<file path="src/rtl/imem_load_controller.sv">
// Purpose : sequences host uploads into the 16x16 instruction register file, then reads every
//           written word back and compares write/read checksums; owns the file's read port.
// Latency : back-to-back data gives cnt write cycles + cnt verify cycles + 1 check cycle.
// Backpressure: HOST_READY is high for the whole WRITE phase; host gaps simply stall the write pointer.
//
// Ports
//   CLOCK, RESET            rising-edge clock, async active-high reset
//   LOAD_START, LOAD_COUNT  session start pulse and word count (0..16, larger values clamp to 16)
//   HOST_VALID/READY/DATA   upload word stream
//   CPU_READ_SELECT         CPU fetch address, forwarded to READ_SELECT while idle
//   CPU_STALL, BUSY, DONE   session status; DONE pulses for one cycle at session end
//   READ_SELECT/IMEM_OUTPUT register file read port (combinational read data)
//   WRITE_SELECT/WRITE_ENABLE/IMEM_INPUT register file write port
//   VERIFY_ERR              checksum mismatch of the last session, sticky until the next start
module imem_load_controller #(
  parameter int DEPTH  = 16,
  parameter int ADDR_W = 4,
  parameter int DATA_W = 16
) (
  input  logic              CLOCK,
  input  logic              RESET,
  input  logic              LOAD_START,
  input  logic [ADDR_W:0]   LOAD_COUNT,
  input  logic              HOST_VALID,
  input  logic [DATA_W-1:0] HOST_DATA,
  output logic              HOST_READY,
  input  logic [ADDR_W-1:0] CPU_READ_SELECT,
  output logic              CPU_STALL,
  output logic [ADDR_W-1:0] READ_SELECT,
  input  logic [DATA_W-1:0] IMEM_OUTPUT,
  output logic [ADDR_W-1:0] WRITE_SELECT,
  output logic              WRITE_ENABLE,
  output logic [DATA_W-1:0] IMEM_INPUT,
  output logic              BUSY,
  output logic              DONE,
  output logic              VERIFY_ERR
);

  localparam int CNT_W = ADDR_W + 1;
  localparam logic [CNT_W-1:0] DEPTH_C = CNT_W'(DEPTH);

  typedef enum logic [1:0] {IDLE, WRITE, VERIFY, CHECK} state_t;

  state_t              state, state_n;
  logic [CNT_W-1:0]    cnt;
  logic [ADDR_W-1:0]   waddr;
  logic [ADDR_W-1:0]   vaddr;
  logic [DATA_W-1:0]   wsum;
  logic [DATA_W-1:0]   rsum;
  logic                verify_err;
  logic                boot;

  logic [CNT_W-1:0]    cnt_in;
  logic                start;
  logic                handshake;
  logic                last_w;
  logic                last_v;

  assign cnt_in = (LOAD_COUNT > DEPTH_C) ? DEPTH_C : LOAD_COUNT;
  // The first edge after reset belongs to the file's BIOS preload, so starts wait for boot.
  assign start     = LOAD_START && boot;
  assign handshake = HOST_VALID && (state == WRITE);
  // cnt >= 1 whenever WRITE/VERIFY are active, so cnt-1 never underflows there.
  assign last_w    = ({1'b0, waddr} == (cnt - CNT_W'(1)));
  assign last_v    = ({1'b0, vaddr} == (cnt - CNT_W'(1)));

  assign VERIFY_ERR = verify_err;

  always_ff @(posedge CLOCK or posedge RESET) begin
    if (RESET) begin
      state <= IDLE;
    end else begin
      state <= state_n;
    end
  end

  always_comb begin
    state_n      = state;
    HOST_READY   = 1'b0;
    WRITE_ENABLE = 1'b0;
    WRITE_SELECT = '0;
    IMEM_INPUT   = '0;
    READ_SELECT  = CPU_READ_SELECT;
    CPU_STALL    = 1'b1;
    BUSY         = 1'b1;
    DONE         = 1'b0;
    case (state)
      IDLE: begin
        CPU_STALL = 1'b0;
        BUSY      = 1'b0;
        if (start) begin
          state_n = (cnt_in == '0) ? CHECK : WRITE;
        end
      end
      WRITE: begin
        HOST_READY   = 1'b1;
        WRITE_ENABLE = HOST_VALID;
        WRITE_SELECT = waddr;
        IMEM_INPUT   = HOST_DATA;
        if (handshake && last_w) begin
          state_n = VERIFY;
        end
      end
      VERIFY: begin
        READ_SELECT = vaddr;
        if (last_v) begin
          state_n = CHECK;
        end
      end
      CHECK: begin
        DONE    = 1'b1;
        state_n = IDLE;
      end
      default: state_n = IDLE;
    endcase
  end

  always_ff @(posedge CLOCK or posedge RESET) begin
    if (RESET) begin
      cnt        <= '0;
      waddr      <= '0;
      vaddr      <= '0;
      wsum       <= '0;
      rsum       <= '0;
      verify_err <= 1'b0;
      boot       <= 1'b0;
    end else begin
      boot <= 1'b1;
      case (state)
        IDLE: begin
          if (start) begin
            cnt        <= cnt_in;
            waddr      <= '0;
            vaddr      <= '0;
            wsum       <= '0;
            rsum       <= '0;
            verify_err <= 1'b0;
          end
        end
        WRITE: begin
          if (handshake) begin
            wsum <= wsum + HOST_DATA;
            // Hold on the last word so a full 16-word load never wraps the pointer.
            if (!last_w) begin
              waddr <= waddr + ADDR_W'(1);
            end
          end
        end
        VERIFY: begin
          rsum <= rsum + IMEM_OUTPUT;
          if (!last_v) begin
            vaddr <= vaddr + ADDR_W'(1);
          end
        end
        CHECK: begin
          verify_err <= (rsum != wsum);
        end
        default: ;
      endcase
    end
  end

endmodule

</file>
<file path="config.mk">
export PLATFORM = sky130hd
export DESIGN_NAME = imem_load_controller
export DESIGN_NICKNAME = d
export VERILOG_FILES = /design/src/rtl/imem_load_controller.sv
export SDC_FILE = /design/constraint.sdc
export NUM_CORES = 1
export LEC_CHECK = 0
export CORE_MARGIN = 3
export CORE_UTILIZATION = 52
export CTS_BUF_LIST = sky130_fd_sc_hd__clkbuf_4 sky130_fd_sc_hd__clkbuf_8
export CTS_CLUSTER_DIAMETER = 200
export DETAILED_ROUTE_END_ITERATION = 10
export HOLD_SLACK_MARGIN = 0.02
export PLACE_DENSITY_LB_ADDON = 0.05
export SLEW_MARGIN = 0
export SYNTH_ARGS = -nofsm -noshare
export SYNTH_HDL_FRONTEND = slang
export SYNTH_SLANG_ARGS = --single-unit
</file>
<file path="constraint.sdc">
create_clock -name CLOCK -period 5.2 [get_ports CLOCK]
set_input_delay 1.04 -clock CLOCK [delete_from_list [all_inputs] [get_ports CLOCK]]
set_output_delay 1.04 -clock CLOCK [all_outputs]
set_load 0.05 [all_outputs]
</file>
### After elaboration in Yosys (flattened, before gate mapping)

Cells that the tools add are included.

| word-level totals | value |
|---|---|
| register bits | 49 |
| input bits | 45 |
| output and inout bits | 30 |
| word-level logic and storage cells | 66 |

| operators by class | value |
|---|---|
| add/sub/neg operators | 5 |
| magnitude comparators | 1 |
| equality and inequality tests | 12 |
| muxes and demuxes | 25 |
| reductions and logical operators | 15 |

Operator list:

| operator | number |
|---|---|
| $pmux W16 S2 | 2 |
| $mux W16 | 3 |
| $add A16 B16 Y16 | 2 |
| $mux W4 | 6 |
| $ne A16 B16 Y1 | 1 |
| $pmux W4 S2 | 2 |
| $eq A4 B5 Y1 | 2 |
| $ne A2 B2 Y1 const B | 5 |
| $reduce_and A3 Y1 | 3 |
| $add A4 B1 Y4 const B | 2 |
| $mux W2 | 4 |
| $pmux W2 S4 | 1 |
| $reduce_and A2 Y1 | 3 |
| $reduce_bool A2 Y1 | 3 |
| $gt A5 B5 Y1 const B | 1 |
| $logic_not A5 Y1 | 1 |
| $mux W1 | 5 |
| $mux W5 | 1 |
| $sub A5 B1 Y5 const B | 1 |
| $eq A2 B2 Y1 const B | 2 |
| $reduce_and A4 Y1 | 1 |
| $logic_and A1 B1 Y1 | 3 |
| $eq A2 B1 Y1 const B | 1 |
| $logic_not A2 Y1 | 1 |
| 2 further kinds | 2 |

### Longest topological paths before layout

Gate-level depths: netlist (run 1).

| logic depth | value |
|---|---|
| depth in word-level cells | 6 |
| depth in mapped cells | 9 |
| gate-level depth less buffers | 8 |

### Least setup slack after synthesis (run 1)

OpenSTA, ideal clock, no wires.

| timing | value |
|---|---|
| kind | input to register |
| start | in HOST_DATA[0] |
| end | reg wsum[14] |
| setup time | 141 ps |
| arrival | 2894 ps |
| data required time | 5059 ps |
| setup slack | 2165 ps |
| cell stages on the path | 8 |
| buffers on the path | 0 |
| cell sequence | ha_1 fa_1 a211oi_1 o21ai_0 a2111oi_0 a211o_2 mux2i_1 a31oi_1 |

| on the way | value |
|---|---|
| cells in the longest elaborated chain, start to end | 3 |

Ends and longest elaborated chain:

| what | line | text |
|---|---|---|
| start: declaration | 25 | `input logic [DATA_W-1:0] HOST_DATA,` |
| $add A16 B16 Y16 | 142 | `wsum <= wsum + HOST_DATA;` |
| $mux W16 | 141 | `if (handshake) begin` |
| $pmux W16 S2 | 129 | `case (state)` |
| end signal: assignment | 142 |  |
| end: declaration | 48 | `logic [DATA_W-1:0] wsum;` |

Every way passes these cells. The select of a mux whose other input is x is not followed.
A chain may end at the register's enable or synchronous reset.

### Final worst setup path (run 1)

| timing | value |
|---|---|
| start | reg state[1] |
| end | out WRITE_ENABLE |

| on the way | value |
|---|---|
| cells in the longest elaborated chain, start to end | 2 |

Ends and longest elaborated chain:

| what | line | text |
|---|---|---|
| start: declaration | 44 | `state_t state, state_n;` |
| start signal: assignment | 73 | `state <= state_n;` |
| $eq A2 B1 Y1 | 87 | `case (state)` |
| $mux W1 | 87 |  |
| end: declaration | 32 | `output logic WRITE_ENABLE,` |

Every way passes these cells.

==> results of run 1 <==
[where the power goes]
group	total, µW	internal [µW]	leakage [µW]	switching (µW)
registers	532	452	0.000634	79.8
clock network	233	99.0	0.0000484	134
logic	706	339	0.00155	367
[kinds of logic (layout without fill, tap and decap cells)]
logic type                 Yosys count  count (layout)  synth area share, %
muxes                                8               8                 2.05
other                                1               1               0.0893
buffers and inverters               36             103                 3.51
AOI/OAI and AO/OA                  154             154                 25.0
xor gates and xnor gates            36              36                 8.19
adders and majority gates           39              39                 12.0
DFF                                 49              49                 29.2
and+or+nand+nor                    162             162                 20.0
[layout by cell type, fill, tap and decap left out, types with 3 or more instances in the layout]
master	instances
a211o_1	6
a211oi_1	11
a21o_1	11
a21oi_1	28
a22o_1	7
a311oi_1	3
a31oi_1	4
a32o_1	3
and2_1	23
clkbuf_8	5
clkdlybuf4s50_1	74
dfrtp_1	49
ha_1	37
inv_1	17
mux2_2	5
mux2i_1	3
nand2_1	46
nand2b_1	11
nand3_1	13
nand3b_1	4
nand4_1	3
nor2_1	27
nor3_1	8
nor3b_1	3
nor4_1	5
o211ai_1	4
o21a_1	8
o21ai_0	40
o31ai_1	5
or3_1	6
xnor2_1	11
xor2_1	23
[how the worst max path moves through the flow]
stage,startpoint,endpoint,slack [ps],depth (start not counted)
3_3_place_gp,HOST_DATA[0],wsum[14],1540,9
2_1_floorplan,HOST_DATA[0],wsum[14],2160,8
5_1_grt,state[1],WRITE_ENABLE,1350,4
6_report,state[1],WRITE_ENABLE,1570,4
4_1_cts,state[1],WRITE_ENABLE,1530,4
3_5_place_dp,HOST_DATA[0],wsum[14],1530,9
[critical path, delay by kind of cell, from the launching register on]
| family | cells | cell delay [ps] |
|---|---|---|
| flops | 1 | 420 |
| buf+inv | 2 | 940 |
| simple gates | 1 | 280 |
| fa+ha+maj | 1 | 650 |
[registers in the layout, indices dropped and copies added, names as in the netlist]
| register | flops |
|---|---|
| vaddr | 4 |
| wsum | 16 |
| VERIFY_ERR | 1 |
| waddr | 4 |
| rsum | 16 |
| cnt | 5 |
| state | 2 |
| boot | 1 |
[area by class of cell]
| class | instances | share of cell area [%] |
|---|---|---|
| Clock buffer | 6 | 1.50 |
| Clock inverter | 2 | 0.196 |
| Inverter | 19 | 1.40 |
| Multi-Input combinational cell | 400 | 55.5 |
| Sequential cell | 49 | 24.1 |
| Tap cell | 102 | 2.50 |
| Timing Repair Buffer | 76 | 14.8 |
[through the flow]
step	area, µm²	hold WS [ps]
finish	5090	537
global route	5090	563
CTS	5090	530
detailed placement	5010	510
global placement	5010	499
floorplan	4200	473
[synthesized netlist by cell type, types with 11 or more instances]
master	n	area share, %
ha_1	37	11
nand2_1	46	4.1
inv_1	18	1.6
a21o_1	11	2.0
o21ai_0	40	4.8
xnor2_1	11	2.3
xor2_1	23	4.8
clkbuf_1	14	1.3
nor2_1	27	2.4
nand2b_1	11	1.6
a211oi_1	11	2.0
dfrtp_1	49	29
a21oi_1	28	3.3
nand3_1	13	1.5
and2_1	23	3.4
[routing by layer]
layer	track usage, %	part of all wire [%]	vias up
li1	-	-	1910
met2	42.4	51	81
met5	0	0	-
met1	30.1	44	1821
met3	2.97	4.2	12
met4	4.50	1.1	0
==> qor.yml, run 1 <==
worst_setup_path:
  crit_arrival_ps: 2590
  crit_path_start_kind: "flip-flop"
  cp.required_ps: 4160
  r2r-end: "waddr[3]"
  crit_chain: "inv_1, ha_1, and2_1, clkdlybuf4s50_1"
  critPathMaxStageDelay_ps: 820
  slowest_stage: "clkdlybuf4s50_1"
  r2r_start: "state[1]"
  ff2ff_setup_slack_ps: 2250
  rr_worst_depth: 8
  crit_fanout: 25
  worst-setup-path-type: "flip-flop to primary output"
  end_kind: "primary output"
synth:
  ys_seq_area_share_pct: 29.2
  synth_edf_count: 0
  synth_warnings: 0
  synth_cell_types: 68
  synth-seq-cells: 49
  syn_nets: 569
  synth.avg_cell_area_um2: 8.66
  ys.flop_type: "dfrtp_1"
  async_flop_share_pct: 100
  syn_inst: 485
  netlist_area_um2: 4200
finish:
  num-fill-cells: 695
  finalNonFillerCells: 654
  final_util_pct: 65.6
  layout-drive-gt1-share_pct: 4.89
  nNetsFinal: 635
  multiInputGateArea_um2: 2830
  regArea_um2: 1230
  area_growth_pct: 21.3
  antenna_cells: 0
die:
  die_h_um: 95.9
  die_area_um2: 9190
  core_area_um2: 7770
  boundaryPins: 75
  floorplan.rows: 32
  start_util_pct: 54.1
  die_w_um: 95.9
clock_tree:
  clkTransAtPathRegs_ps: 100
  clock-sinks: 49
  clk_latency_ps: 310
  post_cts_buffers: 0
  cts_max_level: 2
  cts_tree: "yes"
  clockRootBuffer: "clkbuf_8"
  clk_path_buf_depth: 2
  postCtsHoldBufs: 0
  numCtsBuffers: 5
  cts_resized: 0
placed_design:
  port_buffers: 74
  hpwl_mm: 8.23
  dpl.cell_count: 646
  pre_cts_ws_ps: 1530
  place_congestion: 0.884
sta:
  skew_ps: 7.97
  timing.slew.headroom_pct: 29.8
  tightest_slew_ps: 1050
  fin_ws_ps: 1570
  slew_viol_final: 0
  max_freq_ghz: 0.275
  tns_ps: 0
  final_hold_viol_count: 0
  setup_violations: 0
  rsz0062_at_grt: "no"
  period_needed_ps: 3630
  period_share_pct: 69.9
hold_path:
  holdCritStartpoint: "VERIFY_ERR"
  holdPathStages: 1
  hold_class: "flip-flop to flip-flop"
  hold_path_end: "VERIFY_ERR"
detailed_routing:
  antenna_left: 0
  routed_wl_mm: 10.5
  drt_pre_antenna_iters: 7
  viasPerCell: 5.85
  wire_per_inst_um: 16.0
  remaining_drc_errors: 0
  drtIter0Drc: 160
  dr_total_vias: 3824
power:
  p_leak_uw: 0.00223
  p_per_area_nw_per_um2: 289
  ir_drop_mv: 0.218
  power_uw: 1470
run_status:
  status: "finished, final reports clean"
grt:
  grtUsageTotal_pct: 23.5
  grt_pass1_vias: 3718
  antenna_found_initial: 0
  overflow: 0
  grt_pass1_wl_mm: 17.2
  grt_max_degree: 50
run:
  cap_violations: 0
Note: power is estimated with default switching activity, not from simulation.
==> inputs of run 2 (changes only) <==
--- a/config.mk
+++ b/config.mk
@@ -6,7 +6,7 @@
 export NUM_CORES = 1
 export LEC_CHECK = 0
 export CORE_MARGIN = 3
-export CORE_UTILIZATION = 52
+export CORE_UTILIZATION = 50
 export CTS_BUF_LIST = sky130_fd_sc_hd__clkbuf_4 sky130_fd_sc_hd__clkbuf_8
 export CTS_CLUSTER_DIAMETER = 200
 export DETAILED_ROUTE_END_ITERATION = 10
==> constraint.sdc (replaced) <==
create_clock -name CLOCK -period 3.3 [get_ports CLOCK]
set_input_delay 0.66 -clock CLOCK [delete_from_list [all_inputs] [get_ports CLOCK]]
set_output_delay 0.66 -clock CLOCK [all_outputs]
set_load 0.05 [all_outputs]
==> run 2 against run 1 <==
Net effect: critical path depth unchanged; routed wire length increased by 2.6%; count of clock-buffer cells in the layout did not move; combinational power is 60% higher; total power increased by 60%; non-clock buffer count rose by 5; critical endpoint is now READ_SELECT[3]; highest routed layer unchanged.
==> qor.yml, run 2 (synthesis gave the netlist of run 1 again) <==
sta:
  tns_ps: 0  # unchanged
  rsz0062_at_grt: "no"
  final_hold_viol_count: 0  # unchanged
  period_share_pct: 94.6
  skew_ps: 12.5  # +4.48 ps
  timing.slew.headroom_pct: 55.8  # +26 points
  period_needed_ps: 3120
  setup_violations: 0  # unchanged
  slew_viol_final: 0  # unchanged
  max_freq_ghz: 0.320
  tightest_slew_ps: 664  # -389 ps
  fin_ws_ps: 180  # -1390 ps
clock_tree:
  numCtsBuffers: 5  # unchanged
  clkTransAtPathRegs_ps: 100  # about the same
  postCtsHoldBufs: 0  # unchanged
  cts_tree: "yes"
  clockRootBuffer: "clkbuf_8"
  cts_max_level: 2  # unchanged
  clk_latency_ps: 310  # about the same
  clock-sinks: 49  # unchanged
  clk_path_buf_depth: 2  # unchanged
run:
  cap_violations: 0  # unchanged
worst_setup_path:
  crit_fanout: 15  # -40%
  end_kind: "primary output"
  crit_path_start_kind: "flip-flop"
  crit_arrival_ps: 2460  # -130 ps
  worst-setup-path-type: "flip-flop to primary output"
  cp.required_ps: 2640  # -1520 ps
grt:
  grt_pass1_wl_mm: 17.7  # +2.6%
  use_met1_pct: 27.5  # -2.6 points
  grt-busiest-layer: "met2"
  use_met3_pct: 3.45  # +0.47 points
  overflow: 0  # unchanged
  grt_pass1_vias: 3774  # +1.5%
  use_met2_pct: 40.6  # -1.8 points
  grt_max_degree: 50  # unchanged
  grtUsageTotal_pct: 22.2  # -1.3 points
  antenna_found_initial: 0  # unchanged
die:
  core_area_um2: 7930  # +2.1%
  die_area_um2: 9540  # +3.7%
  boundaryPins: 75  # unchanged
  die_w_um: 97.7  # +1.9%
  die_h_um: 97.7  # +1.9%
  start_util_pct: 53.0  # -1.1 points
  floorplan.rows: 32  # unchanged
detailed_routing:
  drtIter0Drc: 159  # -0.63%
  remaining_drc_errors: 0  # unchanged
  wire_per_inst_um: 16.3  # +1.8%
  antenna_left: 0  # unchanged
  viasPerCell: 5.92  # +1.2%
  drt_pre_antenna_iters: 5  # -2
  routed_wl_mm: 10.7  # +2.6%
  dr_total_vias: 3900  # +2.0%
power:
  swShare_pct: 39.8  # +0.30 points
  power.internal_uw: 1410  # +59%
  power.switching_uw: 935  # +61%
  clockPowerShare_pct: 16.0  # about the same
  power_frac_comb_pct: 48.2  # +0.2 points
  ir_drop_mv: 0.407  # +87%
  seqPwrFrac_pct: 35.8  # -0.4 points
  p_per_area_nw_per_um2: 457  # +58%
  p_leak_uw: 0.00225  # +0.68%
placed_design:
  hpwl_mm: 8.25  # +0.17%
  place_congestion: 0.868  # -1.9%
  dpl-instance-area_um2: 5050  # +0.75%
  pre_cts_ws_ps: 36.3  # -1490 ps
  port_buffers: 74  # unchanged
finish:
  area_growth_pct: 22.3
  layout_commonest_cell: "clkdlybuf4s50_1"
  regArea_um2: 1230  # unchanged
  final_area_um2: 5140  # +0.88%
  nNetsFinal: 640  # +0.79%
  layout-drive-gt1-share_pct: 5.92  # +1.0 points
  antenna_cells: 0  # unchanged
  multiInputGateArea_um2: 2830  # about the same
  num-fill-cells: 693  # -0.29%
  final_cell_mix: "clkdlybuf4s50_1, dfrtp_1, nand2_1, o21ai_0, ha_1"
  reg_top3: "rsum: 16 flops, wsum: 16 flops, cnt: 5 flops"
hold_path:
  hold_class: "flip-flop to flip-flop"
run_status:
  status: "finished, final reports clean"
-- run 2: path summary, 6_finish.rpt --
| kind | slack, ps | end | from | cells after the start |
|---|---|---|---|---|
| max in group asynchronous | 2010 | wsum[2] | RESET | 3 |
| worst max-delay path | 180 | READ_SELECT[3] | state[0] | 4 |
| min in group asynchronous | 840 | cnt[0] | RESET | 3 |
| worst min register to register | 510 | VERIFY_ERR | VERIFY_ERR | 1 |
| worst min-delay path | 510 | VERIFY_ERR | VERIFY_ERR | 1 |
| worst max register to register | 680 | wsum[14] | wsum[0] | 8 |
-- run 2: layout make-up --
| class | count | area share, % |
|---|---|---|
| Clock buffer | 6 | 1.48 |
| Clock inverter | 2 | 0.292 |
| Inverter | 19 | 1.39 |
| Multi-Input combinational cell | 400 | 55.1 |
| Sequential cell | 49 | 23.9 |
| Tap cell | 102 | 2.48 |
| Timing Repair Buffer | 81 | 15.4 |
-- run 2: repair_timing --
item | 4_1_cts | 5_1_grt
buffers inserted | 0 | 0
endpoints found under the setup margin | 0 | 14
gates resized for setup | 0 | 1
-- run 2: power by group through the flow --
stage,combinational (µW),clock (µW),sequential (µW)
global placement,1090,0,851
floorplan,873,0,805
CTS,1130,385,844
global route,1280,409,856
detailed placement,1130,0,856
finish,1130,375,842
-- run 2: critical path: stages, from the launching register on --
cell	delay (ps)
dfrtp_1	430
inv_1	100
ha_1	510
mux2_2	400
clkdlybuf4s50_1	710
-- run 2: metrics by stage --
step / power [µW] / util (%) / std cells / hold WS, ps
finish: 2350 / 64.8 / 659 / 510
global route: 2540 / 64.8 / 659 / 523
CTS: 2360 / 64.8 / 659 / 517
detailed placement: 1980 / 63.7 / 651 / 496
global placement: 1940 / 63.7 / 651 / 497
floorplan: 1680 / - / 485 / 473
-- run 2: per-layer routing --
metal	part of all wire (%)	vias up	wire, µm
li1	-	1928	-
met2	51	97	5470
met4	1.2	0	129
met5	0	-	0
met3	4.1	11	440
met1	44	1864	4680
